**src/rtl/mem_wb_stage.sv**
```systemverilog
// Memory/write-back stage: ALU, data memory and the registered write-back packet.
// Optional MEM_WB_SAT_EN makes ADD/SUB saturate instead of wrapping.
module mem_wb_stage #(
    parameter int unsigned DEPTH    = 16,
    parameter int unsigned LOAD_LAT = 2
) (
    input  logic       clk,
    input  logic       reset,
    input  logic       valid_in,
    input  logic [2:0] gp_rdata1_address_in,
    input  logic [2:0] gp_rdata2_address_in,
    input  logic [9:0] aluA_in,
    input  logic [9:0] aluB_in,
    input  logic [2:0] alu_ctrl_in,
    input  logic       gp_reg_wb_in,
    output logic       stall,
    output logic       wb_valid,
    output logic       wb_en,
    output logic [2:0] wb_addr,
    output logic [2:0] wb_src2,
    output logic [9:0] wb_data
);

    localparam int unsigned AW = (DEPTH > 1) ? $clog2(DEPTH) : 1;
    localparam int unsigned CW = (LOAD_LAT > 2) ? $clog2(LOAD_LAT) : 1;
    localparam logic [CW-1:0] CntInit = (LOAD_LAT >= 2) ? CW'(LOAD_LAT - 2) : '0;

    localparam logic [2:0] OpAdd   = 3'b000;
    localparam logic [2:0] OpSub   = 3'b001;
    localparam logic [2:0] OpAnd   = 3'b010;
    localparam logic [2:0] OpOr    = 3'b011;
    localparam logic [2:0] OpXor   = 3'b100;
    localparam logic [2:0] OpSltu  = 3'b101;
    localparam logic [2:0] OpLoad  = 3'b110;
    localparam logic [2:0] OpStore = 3'b111;

    typedef enum logic [0:0] {StIdle, StLoadWait} state_e;

    state_e          state_q;
    logic [CW-1:0]   cnt_q;
    logic [AW-1:0]   ld_addr_q;
    logic [2:0]      ld_rd_q;
    logic [2:0]      ld_src2_q;
    logic            ld_wb_q;
    logic            wb_valid_q;
    logic            wb_en_q;
    logic [2:0]      wb_addr_q;
    logic [2:0]      wb_src2_q;
    logic [9:0]      wb_data_q;

    logic [9:0]      mem [DEPTH];

    logic [9:0]      sum;
    logic [9:0]      diff;
    logic            borrow;
    logic [9:0]      alu_res;
    logic [AW-1:0]   ld_addr;
    logic [AW-1:0]   st_addr;
    logic            is_load;
    logic            accept;

`ifdef MEM_WB_SAT_EN
    logic            carry;
    assign {carry, sum} = {1'b0, aluA_in} + {1'b0, aluB_in};
`else
    assign sum = aluA_in + aluB_in;
`endif
    assign diff    = aluA_in - aluB_in;
    assign borrow  = aluA_in < aluB_in;
    assign ld_addr = sum[AW-1:0];
    assign st_addr = aluA_in[AW-1:0];
    assign is_load = alu_ctrl_in == OpLoad;
    assign accept  = (state_q == StIdle) && valid_in;

    always_comb begin
        alu_res = '0;
        unique case (alu_ctrl_in)
            OpAdd: begin
                alu_res = sum;
`ifdef MEM_WB_SAT_EN
                if (carry) alu_res = 10'd1023;
`endif
            end
            OpSub: begin
                alu_res = diff;
`ifdef MEM_WB_SAT_EN
                if (borrow) alu_res = 10'd0;
`endif
            end
            OpAnd:   alu_res = aluA_in & aluB_in;
            OpOr:    alu_res = aluA_in | aluB_in;
            OpXor:   alu_res = aluA_in ^ aluB_in;
            OpSltu:  alu_res = {9'd0, borrow};
            OpLoad:  alu_res = '0;
            OpStore: alu_res = '0;
            default: alu_res = '0;
        endcase
    end

    // Memory is deliberately not reset; the write commits at the accepting edge.
    always_ff @(posedge clk) begin
        if (reset && accept && alu_ctrl_in == OpStore) begin
            mem[st_addr] <= aluB_in;
        end
    end

    always_ff @(posedge clk or negedge reset) begin
        if (!reset) begin
            state_q    <= StIdle;
            cnt_q      <= '0;
            ld_addr_q  <= '0;
            ld_rd_q    <= '0;
            ld_src2_q  <= '0;
            ld_wb_q    <= 1'b0;
            wb_valid_q <= 1'b0;
            wb_en_q    <= 1'b0;
            wb_addr_q  <= '0;
            wb_src2_q  <= '0;
            wb_data_q  <= '0;
        end else begin
            wb_valid_q <= 1'b0;
            wb_en_q    <= 1'b0;
            unique case (state_q)
                StIdle: begin
                    if (valid_in) begin
                        if (is_load && LOAD_LAT > 1) begin
                            ld_addr_q <= ld_addr;
                            ld_rd_q   <= gp_rdata1_address_in;
                            ld_src2_q <= gp_rdata2_address_in;
                            ld_wb_q   <= gp_reg_wb_in;
                            cnt_q     <= CntInit;
                            state_q   <= StLoadWait;
                        end else begin
                            wb_valid_q <= 1'b1;
                            wb_en_q    <= gp_reg_wb_in & (alu_ctrl_in != OpStore);
                            wb_addr_q  <= gp_rdata1_address_in;
                            wb_src2_q  <= gp_rdata2_address_in;
                            wb_data_q  <= is_load ? mem[ld_addr] : alu_res;
                        end
                    end
                end
                StLoadWait: begin
                    // Upstream is holding the same packet, so valid_in is ignored here.
                    if (cnt_q == '0) begin
                        wb_valid_q <= 1'b1;
                        wb_en_q    <= ld_wb_q;
                        wb_addr_q  <= ld_rd_q;
                        wb_src2_q  <= ld_src2_q;
                        wb_data_q  <= mem[ld_addr_q];
                        state_q    <= StIdle;
                    end else begin
                        cnt_q <= cnt_q - 1'b1;
                    end
                end
                default: state_q <= StIdle;
            endcase
        end
    end

    assign stall    = state_q == StLoadWait;
    assign wb_valid = wb_valid_q;
    assign wb_en    = wb_en_q;
    assign wb_addr  = wb_addr_q;
    assign wb_src2  = wb_src2_q;
    assign wb_data  = wb_data_q;

endmodule

```
**config.mk**
```make
export PLATFORM = sky130hd
export DESIGN_NAME = mem_wb_stage
export DESIGN_NICKNAME = d
export VERILOG_FILES = /design/src/rtl/mem_wb_stage.sv
export SDC_FILE = /design/constraint.sdc
export NUM_CORES = 1
export LEC_CHECK = 0
export CAP_MARGIN = 0
export CORE_MARGIN = 2
export CORE_UTILIZATION = 45
export CTS_BUF_LIST = sky130_fd_sc_hd__clkbuf_4 sky130_fd_sc_hd__clkbuf_8 sky130_fd_sc_hd__clkbuf_16
export DETAILED_ROUTE_END_ITERATION = 10
export PLACE_DENSITY_LB_ADDON = 0.12
export SYNTH_ARGS = -nofsm -noshare
export SYNTH_HDL_FRONTEND = slang
export SYNTH_SLANG_ARGS = --single-unit
```
**constraint.sdc**
```tcl
create_clock -name clk -period 3.1 [get_ports clk]
set_input_delay 0.93 -clock clk [delete_from_list [all_inputs] [get_ports clk]]
set_output_delay 0.93 -clock clk [all_outputs]
set_load 0.02 [all_outputs]
```
Word level (Yosys, flattened, before mapping)
Memories as Yosys holds them, arrays and structs flattened.
Cells that the tools add are included.
- add/sub/neg operators: 3
- $mul: 0
- div/mod/pow operators: 0
- $lt $le $gt $ge: 1
- equality and inequality tests: 12
- shift operators: 0
- multiplexer cells: 31
- bitwise operators: 5
- reduce and logical (&&, ||, !) cells: 7
- operator list (operator ; number):
    10-bit case mux with 7 select lines ; 1
    10-bit two-way mux ; 3
    10-bit case mux with 2 select lines ; 1
    3-bit two-way mux ; 6
    1-bit two-way mux ; 14
    3-bit == test (second input constant) ; 4
    3-bit case mux with 2 select lines ; 2
    10-bit adder ; 1
    10-bit AND ; 1
    10-bit less-than comparator ; 1
    10-bit bitwise OR ; 1
    10-bit subtractor ; 1
    10-bit XOR ; 1
    2-bit inequality test (second input constant) ; 4
    1-bit case mux with 2 select lines ; 4
    3-bit by 2-bit == test with 1-bit output (second input constant) ; 2
    3-bit AND reduction ; 2
    3-bit by 1-bit == test with 1-bit output (second input constant) ; 1
    1-bit logical AND ; 3
    3-bit zero test ; 1
    3-bit inequality test (second input constant) ; 1
    2-bit AND reduction ; 1
    1-bit AND ; 1
    1-bit NOT ; 1
    1-bit subtractor (second input constant) ; 1
- register bits after elaboration: 31
- bits in latches: 0
- bits in writable memories: 160
- bits in read-only memories: 0
- word-level logic and storage cells: 71
- memories: 1
- memory list (memory ; words ; bits a word ; read ports ; clocked after Yosys merged registers in ; write ports ; RTL line ; RTL):
    mem ; 16 ; 10 ; 1 ; 0 ; 1 ; 51 ; logic [9:0] mem [DEPTH];

Longest topological paths before layout
Gate-level depths: netlist of the first run.
- depth after elaboration: 6
- mapped depth: 9

Worst setup path before layout of the first run
OpenSTA, ideal clock, no wires.
- kind: in2reg
- start: input port alu_ctrl_in[1]
- end: memory mem[0][0] (enable)
- setup time: 0.390 ns
- arrival time: 2.729 ns
- required time: 2.710 ns
- slack: -0.019 ns
- stages on the path: 7
- path through: clkbuf_1 > clkbuf_1 > and3_1 > nand3_1 > inv_1 > nand3_1 > nor3_1
- cells in the longest elaborated chain, start to end: 4
- ends and longest elaborated chain (item ; RTL line ; RTL):
    start: declaration ; 14 ; input logic [2:0] alu_ctrl_in,
    3-bit == test ; 102 ; if (reset && accept && alu_ctrl_in == OpStore) begin
    1-bit logical AND ; 102 ;
    1-bit two-way mux ; 102 ;
    1-bit two-way mux (implied by the code) ; 103 ; mem[st_addr] <= aluB_in;
    end: declaration ; 51 ;
No other way between the ends.

Final worst setup path of the first run
- start: input port aluB_in[0]
- end: register wb_data_q[8], in the netlist wb_data[8]
- cells in the longest elaborated chain, start to end: 5
- elaborated cells on any way between the ends: 6
- ends and longest elaborated chain (item ; RTL line ; RTL):
    start: declaration ; 13 ; input logic [9:0] aluB_in,
    10-bit subtractor / 10-bit adder (equally long branches) ; 68, 66 ;
    10-bit case mux with 7 select lines (*) ; 77 ; unique case (alu_ctrl_in)
    10-bit two-way mux (*) ; 126 ; if (is_load && LOAD_LAT > 1) begin
    10-bit two-way mux (*) ; 125 ; if (valid_in) begin
    10-bit case mux with 2 select lines (*) ; 123 ; unique case (state_q)
    end signal: assignment ; 138 ; wb_data_q <= is_load ? mem[ld_addr] : alu_res;
    end signal: assignment ; 149 ; wb_data_q <= mem[ld_addr_q];
    end: declaration ; 49 ; logic [9:0] wb_data_q;
Mark *: on every way between the ends. The rest lies on a longest branch, timed or not. The select of a mux whose other input is x is not followed.
A chain may end at the register's enable or synchronous reset.

==> results.cfg, run 1 <==
[setup_path]
slowest_delay_ns = 0.45
worst_setup_path_end_kind = flop
setup.worst_path.start = aluB_in[0]
critical_path_class = in2reg
rrSetupSlack_ns = 0.58
r2r_start = ld_addr_q[0]$_DFFE_PN0P_
rr_endpoint = wb_data[3]$_DFFE_PN0P_
endpoint = wb_data[8]$_DFFE_PN0P_
crit_path_max_fanout = 19
worstPathCellList = clkdlybuf4s50_1 > buf_12 > ha_1 > fa_2 > o21bai_4 > a211oi_2 > o41ai_1 > buf_4 > a221oi_2 > o21bai_1 > a31oi_1
rr_worst_depth = 5
cpMaxStageDelayCell = clkdlybuf4s50_1
critPathRequiredTime_ns = 3.45
arrival_ns = 3.40
startpoint_type = primary input

[timing]
drv_slew = 0
fmax_ghz = 0.328
fin_skew_ns = 0.0188
fin_ws_ns = 0.0505
whs_ns = 0.482
finalCritPeriodShare = 0.984
grt_setup_unrepaired = yes
maxSlewHeadroom = 0.466
setup_viol = 0
worstMarginPinSlew_ns = 0.800
fin_crit_ns = 3.05
finalHoldViolations = 0

[floorplanning]
initial_core_util = 0.459
die-height_um = 145
die_w_um = 145
dieArea_um2 = 21000
core_area_um2 = 19500
core.rowCount = 51
ios = 52

[flow_run]
maxCapViolations = 0

[clock_tree]
cts_sinks = 190
tritoncts = yes
hold_buffers = 0
clk_path_buf_depth = 2
clk_latency_ns = 0.44
htreeDepth = 4
cts-root-buf = clkbuf_16
cts_buffers = 17
clk_pin_slew_ns = 0.08

[place]
portBuffers = 51
pre_cts_slack_ns = -0.463
gp_congestion = 0.891
hpwl_um = 16300

[synthesis]
synth_top_area_cell = edfxtp_1
synth_edf_count = 160
synthesis.area_um2 = 8940
synth_commonest_cells = edfxtp_1 (160), nor2_1 (44), mux4_2 (39)
synth_most_common_cell = edfxtp_1
netlist.area_leader.share = 0.538
synth_warnings = 0
synth-seq-cells = 190
synth_cells = 573
synth_fp_nets = 638
syn_avg_cell_area_um2 = 15.6
ys_async_sr_fraction = 0.158
ys_types = 61
seq_area_frac_synth = 0.622
ys.flop_type = edfxtp_1
synth_area_leaders = edfxtp_1 (54%), mux4_2 (9.8%), dfrtp_1 (8.4%)

[layout]
num-fill-cells = 1540
fin_nets = 805
diodes = 0
drive_gt1_frac = 0.295
area_growth_pct = 25.8

[route]
drt_iter0_markers = 466
wl_um = 23300
via_per_inst = 5.58
drt_pass1_iterations = 5
drtAntennaViolNets = 0
wire_per_inst_um = 22.9
route.vias.total = 5677
drc = 0

[global_route]
grt_pass1_wl_um = 35600
grt_max_degree = 39
track_usage = 0.227
first_global_vias = 5926
grt-ovfl-total = 0
grt_antenna_before_repair = 0

[hold_path]
min_path_type = reg2reg

[power]
p_per_area_nw_per_um2 = 587
design_power_total_mw = 6.60
p_leak_nw = 4.21
irDropWorstVdd_mv = 0.401

[run_status]
status = completed
[cells by family after synthesis]
family          count (synthesis)  synth area share
xor+xnor                        5           0.00490
flops                         190             0.622
fa+ha+maj                      32            0.0465
buf+inv                        62            0.0392
compound gates                105            0.0766
mux                            69             0.153
simple gates                  110            0.0580
[metrics by stage]
step | TNS [ns] | utilization | instances | instance area (um2)
final | 0 | 0.578 | 1018 | 11200
after global routing | -0.0586 | 0.578 | 1018 | 11200
after CTS | 0 | 0.574 | 1018 | 11200
after detailed placement | -5.41 | 0.543 | 985 | 10600
after global placement | -4.78 | 0.543 | 985 | 10600
after floorplan | 0 | - | 573 | 8960
[state kept, by name, summed over array words and instances, names as in the netlist]
register	count
wb_src2	3
wb_data	10
stall	1
ld_src2_q	3
wb_valid	1
wb_addr	3
ld_addr_q	4
ld_rd_q	3
mem	160
wb_en	1
ld_wb_q	1
[routing by layer]
layer	routed length (um)	GRT usage	up-vias	part of all wire
met1	10100	0.303	2869	0.43
met5	0	0	-	0
met2	11500	0.380	189	0.49
met3	1090	0.0412	42	0.047
li1	-	-	2577	-
met4	582	0.0723	0	0.025
[cell type report]
type                            instances  area [um2]  share of cell area
Sequential cell                       190        5560               0.494
Timing Repair Buffer                  174        1510               0.134
Inverter                               36         135              0.0120
Clock inverter                         15         168              0.0149
Multi-Input combinational cell        321        3110               0.277
Tap cell                              265         332              0.0295
Clock buffer                           17         425              0.0378
[placed cells by master, fill, tap and decap left out, drive strengths merged, types with 17 or more instances in the layout]
master / netlist / routed
o21ai: 31 / 31
a21oi: 22 / 22
mux4: 50 / 50
edfxtp: 160 / 160
clkdlybuf4s50: 0 / 50
nor2: 44 / 44
nand2: 22 / 22
ha: 30 / 30
clkbuf: 12 / 17
buf: 13 / 123
inv: 35 / 45
dfrtp: 30 / 30
[power by group]
part,switching (mW),internal [mW]
registers,0.128,2.84
logic,0.668,0.753
clock network,1.05,1.16
[worst max-delay path, delay by kind of cell]
family,cells,cell delay [ns]
buffers and inverters,3,0.81
AO/OA/AOI/OAI,6,1.06
adder cells (fa/ha/maj),2,0.60
[worst min-delay path by stage]
stage,from,endpoint,slack (ns),cells after the start
floorplan,ld_rd_q[1]$_DFFE_PN0P_,wb_addr[1]$_DFFE_PN0P_,0.45,2
global placement,ld_rd_q[1]$_DFFE_PN0P_,wb_addr[1]$_DFFE_PN0P_,0.45,2
detailed placement,ld_rd_q[1]$_DFFE_PN0P_,wb_addr[1]$_DFFE_PN0P_,0.47,2
CTS,ld_rd_q[1]$_DFFE_PN0P_,wb_addr[1]$_DFFE_PN0P_,0.49,2
global route,ld_src2_q[2]$_DFFE_PN0P_,wb_src2[2]$_DFFE_PN0P_,0.51,2
finish,ld_rd_q[1]$_DFFE_PN0P_,wb_addr[1]$_DFFE_PN0P_,0.48,2
[repair_timing]
item	in CTS	in global routing
buffers inserted	1	0
pin swaps	1	3
resized for setup	1	14
endpoints found under the setup margin	1	6
Power figures use the tool's default switching activity.
==> run 2, diff against run 1 <==
--- a/config.mk
+++ b/config.mk
@@ -6,6 +6,7 @@
 export NUM_CORES = 1
 export LEC_CHECK = 0
 export CAP_MARGIN = 0
+export CORE_ASPECT_RATIO = 0.7
 export CORE_MARGIN = 2
 export CORE_UTILIZATION = 45
 export CTS_BUF_LIST = sky130_fd_sc_hd__clkbuf_4 sky130_fd_sc_hd__clkbuf_8 sky130_fd_sc_hd__clkbuf_16
==> constraint.sdc (replaced) <==
create_clock -name clk -period 3 [get_ports clk]
set_input_delay 0.9 -clock clk [delete_from_list [all_inputs] [get_ports clk]]
set_output_delay 0.9 -clock clk [all_outputs]
set_load 0.02 [all_outputs]
==> run 2 against run 1 <==
  * Worst setup slack gained 0.049 ns
  * Via count shrank 0.14%
  * Routed wire length shrank 2.7%
  * Sequential share of layout area shrank 0.46 points
  * Final area grew 0.93%
  * Clock power is essentially flat
  * Clock-buffer cell count grew 1
  * Hold slack gained 0.010 ns
  * Flip-flop and latch count is the same
  * Largest cell class unchanged
  * Highest routed layer unchanged
==> results.cfg, run 2 (synthesized netlist as in run 1, its figures left out) <==
[layout]
largest-register = mem
diodes = 0
stdcell_count = 1046
area_growth_pct = 27.0
fin_nets = 828
multiInputGateArea_um2 = 3110
final_common_cell = edfxtp_1
final_util = 0.578
drive_gt1_frac = 0.317
layout_common_cells = edfxtp_1 (160), buf_4 (145), clkdlybuf4s50_1 (47), nor2_1 (43), mux4_2 (39)
fin_area_um2 = 11300
num-fill-cells = 1604
final-seq-area_um2 = 5560
largest_reg_flops = 160

[power]
p_per_area_nw_per_um2 = 596
p_leak_nw = 4.29
irDropWorstVdd_mv = 0.385
design_power_total_mw = 6.76

[global_route]
grt_max_degree = 42
track_usage = 0.229
grt_pass1_wl_um = 34300
grt-ovfl-total = 0
first_global_vias = 5624
grt_antenna_before_repair = 0

[hold_path]
holdPathStages = 2
min_path_type = reg2reg

[route]
wire_per_inst_um = 21.7
via_per_inst = 5.42
drc = 0
drtAntennaViolNets = 0
drt_pass1_iterations = 7
wl_um = 22700
drt_iter0_markers = 600
route.vias.total = 5669

[timing]
setup_viol = 0
grt_setup_unrepaired = no
whs_ns = 0.492
fin_ws_ns = 0.0999
finalHoldViolations = 0
fin_crit_ns = 2.90
drv_slew = 0
fin_skew_ns = 0.00978
fmax_ghz = 0.345
maxSlewHeadroom = 0.505
worstMarginPinSlew_ns = 0.740
finalCritPeriodShare = 0.967
tns_ns = 0

[setup_path]
worst_setup_path_end_kind = flop
arrival_ns = 3.26
critical_path_class = in2reg
crit_path_max_fanout = 4
critPathRequiredTime_ns = 3.36
startpoint_type = primary input
rr_worst_depth = 5

[clock_tree]
tritoncts = yes
cts-root-buf = clkbuf_16
clk_path_buf_depth = 2
cts_sinks = 190
clk_pin_slew_ns = 0.07
cts_buffers = 17
hold_buffers = 0
clk_latency_ns = 0.43
htreeDepth = 4
cts_setup_buffers = 0

[place]
dp_cells = 1014
portBuffers = 51
gp_congestion = 0.949
pre_cts_slack_ns = -0.514
hpwl_um = 17100
place_area_um2 = 10700

[floorplanning]
ios = 52
core_area_um2 = 19600
core.rowCount = 43
initial_core_util = 0.455
dieArea_um2 = 21000
die-height_um = 122
die_w_um = 172

[run_status]
status = completed

[flow_run]
maxCapViolations = 0
run 2: cell count changes in the layout (fill, tap and decap cells not counted), moves of 2 or more:
cell	previous run	this run
a211oi_2	2	0
buf_4	117	145
dlygate4sd2_1	0	3
a221oi_2	2	0
inv_6	5	2
clkdlybuf4s50_1	50	47
o21ai_1	7	5
a221oi_1	5	7
o21ai_0	24	26
clkinv_8	0	3
buf_12	6	1
ha_1	29	27
run 2: path summary, 6_finish.rpt:
check / startpoint / to / slack [ns]
worst max register to register: ld_addr_q[0]$_DFFE_PN0P_ / wb_data[6]$_DFFE_PN0P_ / 0.57
max in group asynchronous: reset / ld_addr_q[0]$_DFFE_PN0P_ / 1.57
min in group asynchronous: reset / wb_valid$_DFF_PN0_ / 1.06
worst min-delay path: ld_src2_q[0]$_DFFE_PN0P_ / wb_src2[0]$_DFFE_PN0P_ / 0.49
worst min register to register: ld_src2_q[0]$_DFFE_PN0P_ / wb_src2[0]$_DFFE_PN0P_ / 0.49
worst max-delay path: aluA_in[1] / wb_data[9]$_DFFE_PN0P_ / 0.1
run 2: final cells by class:
| cell class | count | area share |
|---|---|---|
| clock buffer | 18 | 0.0382 |
| clock inverter | 14 | 0.0133 |
| inverter | 36 | 0.0119 |
| multi-input combinational | 321 | 0.274 |
| sequential | 190 | 0.490 |
| tap | 270 | 0.0298 |
| timing repair buffer | 197 | 0.143 |
run 2: report_power, final:
part           total (mW)  leakage, nW  internal, mW  switching, mW
sequential           3.03         1.80          2.94         0.0852
clock                2.20        0.277          1.12           1.08
combinational        1.53         2.21         0.802          0.732
run 2: what timing repair did:
action / in CTS / in global routing
gates resized for setup: 4 / 13
setup endpoints to repair: 1 / 4
pin swaps: 1 / 2
hold endpoints to repair: 0 / 0
run 2: routing by layer:
metal	GRT usage	wire length, um	vias to the layer above	share of wire
met1	0.363	11600	2888	0.51
met2	0.320	9610	139	0.42
met3	0.0578	1350	14	0.059
met4	0.0441	162	0	0.0071
li1	-	-	2628	-
met5	0	0	-	0
run 2: worst max-delay path, stage by stage:
cell	delay, ns
clkdlybuf4s50_1	0.52
inv_2	0.10
ha_1	0.34
a211oi_1	0.09
buf_4	0.14
o21ai_0	0.33
nand2_1	0.14
o41ai_1	0.34
nor3_1	0.10
buf_4	0.14
o21ai_1	0.11
==> run 3, diff against run 2 <==
--- a/config.mk
+++ b/config.mk
@@ -9,7 +9,6 @@
 export CORE_ASPECT_RATIO = 0.7
 export CORE_MARGIN = 2
 export CORE_UTILIZATION = 45
-export CTS_BUF_LIST = sky130_fd_sc_hd__clkbuf_4 sky130_fd_sc_hd__clkbuf_8 sky130_fd_sc_hd__clkbuf_16
 export DETAILED_ROUTE_END_ITERATION = 10
 export PLACE_DENSITY_LB_ADDON = 0.12
 export SYNTH_ARGS = -nofsm -noshare
==> run 3 against run 2 <==
  * First-iteration DRC count is 12% higher
  * Clock power hardly changed
  * Flip-flop and latch count stayed put
  * Via count is 0.53% lower
  * Power is 0.21% lower
  * Routed wire length is 0.48% higher
  * Critical path depth is 2 lower
  * Clock skew is 0.0080 ns higher
  * Core utilization hardly changed
  * Combinational power hardly changed
  * Cell count stayed put
  * Sequential share of layout area hardly changed
  * Largest cell class unchanged
  * Highest routed layer unchanged
==> results.cfg, run 3 (synthesized netlist as in run 1, its figures left out) <==
[run_status]
status = completed

[setup_path]
worst_setup_path_end_kind = flop
startpoint_type = primary input
cp_num_buf_inv = 3
critPathTopFamily = buffers and inverters
slowest_delay_ns = 0.52
critical_path_class = in2reg
arrival_ns = 3.25
cpMaxStageDelayCell = clkdlybuf4s50_1
crit_path_frequent_cell = buf_4
rrSetupSlack_ns = 0.57
critPathRequiredTime_ns = 3.35
worstPathCellList = clkdlybuf4s50_1 > buf_4 > ha_1 > buf_4 > or4_1 > o22ai_1 > a221oi_1 > o21bai_1 > a31oi_1
crit_path_max_fanout = 17

[clock_tree]
tritoncts = yes
cts_buffers = 17
clk_path_buf_depth = 2
cts_setup_buffers = 0
clk_latency_ns = 0.43
htreeDepth = 4
hold_buffers = 0
clk_pin_slew_ns = 0.08
cts-root-buf = clkbuf_16
cts_sinks = 190

[layout]
final-seq-area_um2 = 5560
fin_nets = 828
multiInputGateArea_um2 = 3130
final_common_cell = edfxtp_1
diodes = 0
largest-register = mem
drive_gt1_frac = 0.317
area_growth_pct = 27.1
largest_reg_flops = 160
layout_common_cells = edfxtp_1 (160), buf_4 (145), clkdlybuf4s50_1 (47), nor2_1 (43), mux4_2 (39)
stdcell_count = 1046
num-fill-cells = 1606

[floorplanning]
core_area_um2 = 19600
initial_core_util = 0.455
dieArea_um2 = 21000
die_w_um = 172
die-height_um = 122
core.rowCount = 43
ios = 52

[route]
drt_iter0_markers = 674
wire_per_inst_um = 21.8
drt_pass1_iterations = 5
drc = 0
via_per_inst = 5.39
drtAntennaViolNets = 0
route.vias.total = 5639
wl_um = 22800

[global_route]
track_usage = 0.229
first_global_vias = 5660
grt-ovfl-total = 0
grt_antenna_before_repair = 0
grt_max_degree = 42
grt_pass1_wl_um = 34400

[place]
pre_cts_slack_ns = -0.514
portBuffers = 51
hpwl_um = 17100
dp_cells = 1014
gp_congestion = 0.949

[timing]
fin_skew_ns = 0.0178
worstMarginPinSlew_ns = 0.770
drv_slew = 0
fmax_ghz = 0.344
maxSlewHeadroom = 0.485
finalHoldViolations = 0
setup_viol = 0
fin_ws_ns = 0.0961
fin_crit_ns = 2.90
finalCritPeriodShare = 0.968

[power]
design_power_total_mw = 6.75
p_leak_nw = 4.28
irDropWorstVdd_mv = 0.403
p_per_area_nw_per_um2 = 594

[flow_run]
maxCapViolations = 0

[hold_path]
min_path_type = reg2reg
-- run 3: power by group --
part,internal [mW],switching (mW)
sequential,2.94,0.0848
clock,1.11,1.07
combinational,0.804,0.733
-- run 3: final timing paths --
path	end	cells after the start	start
worst max register to register	wb_data[6]$_DFFE_PN0P_	5	ld_addr_q[0]$_DFFE_PN0P_
worst max-delay path	wb_data[8]$_DFFE_PN0P_	9	aluB_in[4]
max in group asynchronous	ld_addr_q[0]$_DFFE_PN0P_	2	reset
worst min register to register	wb_en$_DFF_PN0_	1	ld_wb_q$_DFFE_PN0P_
worst min-delay path	wb_en$_DFF_PN0_	1	ld_wb_q$_DFFE_PN0P_
min in group asynchronous	wb_valid$_DFF_PN0_	2	reset
-- run 3: metal layers --
metal	global-route usage	routed length [um]
met5	0	0
met4	0.0378	115
met3	0.0614	1400
met2	0.323	9670
met1	0.363	11600
-- run 3: through the flow --
step | TNS, ns | util | hold WS [ns] | cell area [um2]
6_report | 0 | 0.578 | 0.492 | 11400
2_1_floorplan | 0 | - | 0.446 | 8960
4_1_cts | 0 | 0.574 | 0.500 | 11300
3_3_place_gp | -2.98 | 0.545 | 0.461 | 10700
5_1_grt | -0.00266 | 0.578 | 0.523 | 11400
3_5_place_dp | -3.14 | 0.545 | 0.469 | 10700
-- run 3: what timing repair did --
item                                    4_1_cts  5_1_grt
gates resized for setup                       4       15
endpoints found under the setup margin        1        4
pin swaps                                     1        2
-- run 3: cell type report --
class,count,area share
sequential,190,0.489
multi-input combinational,321,0.275
timing repair buffer,197,0.142
clock buffer,18,0.0378
tap,270,0.0298
clock inverter,14,0.0133
inverter,36,0.0119
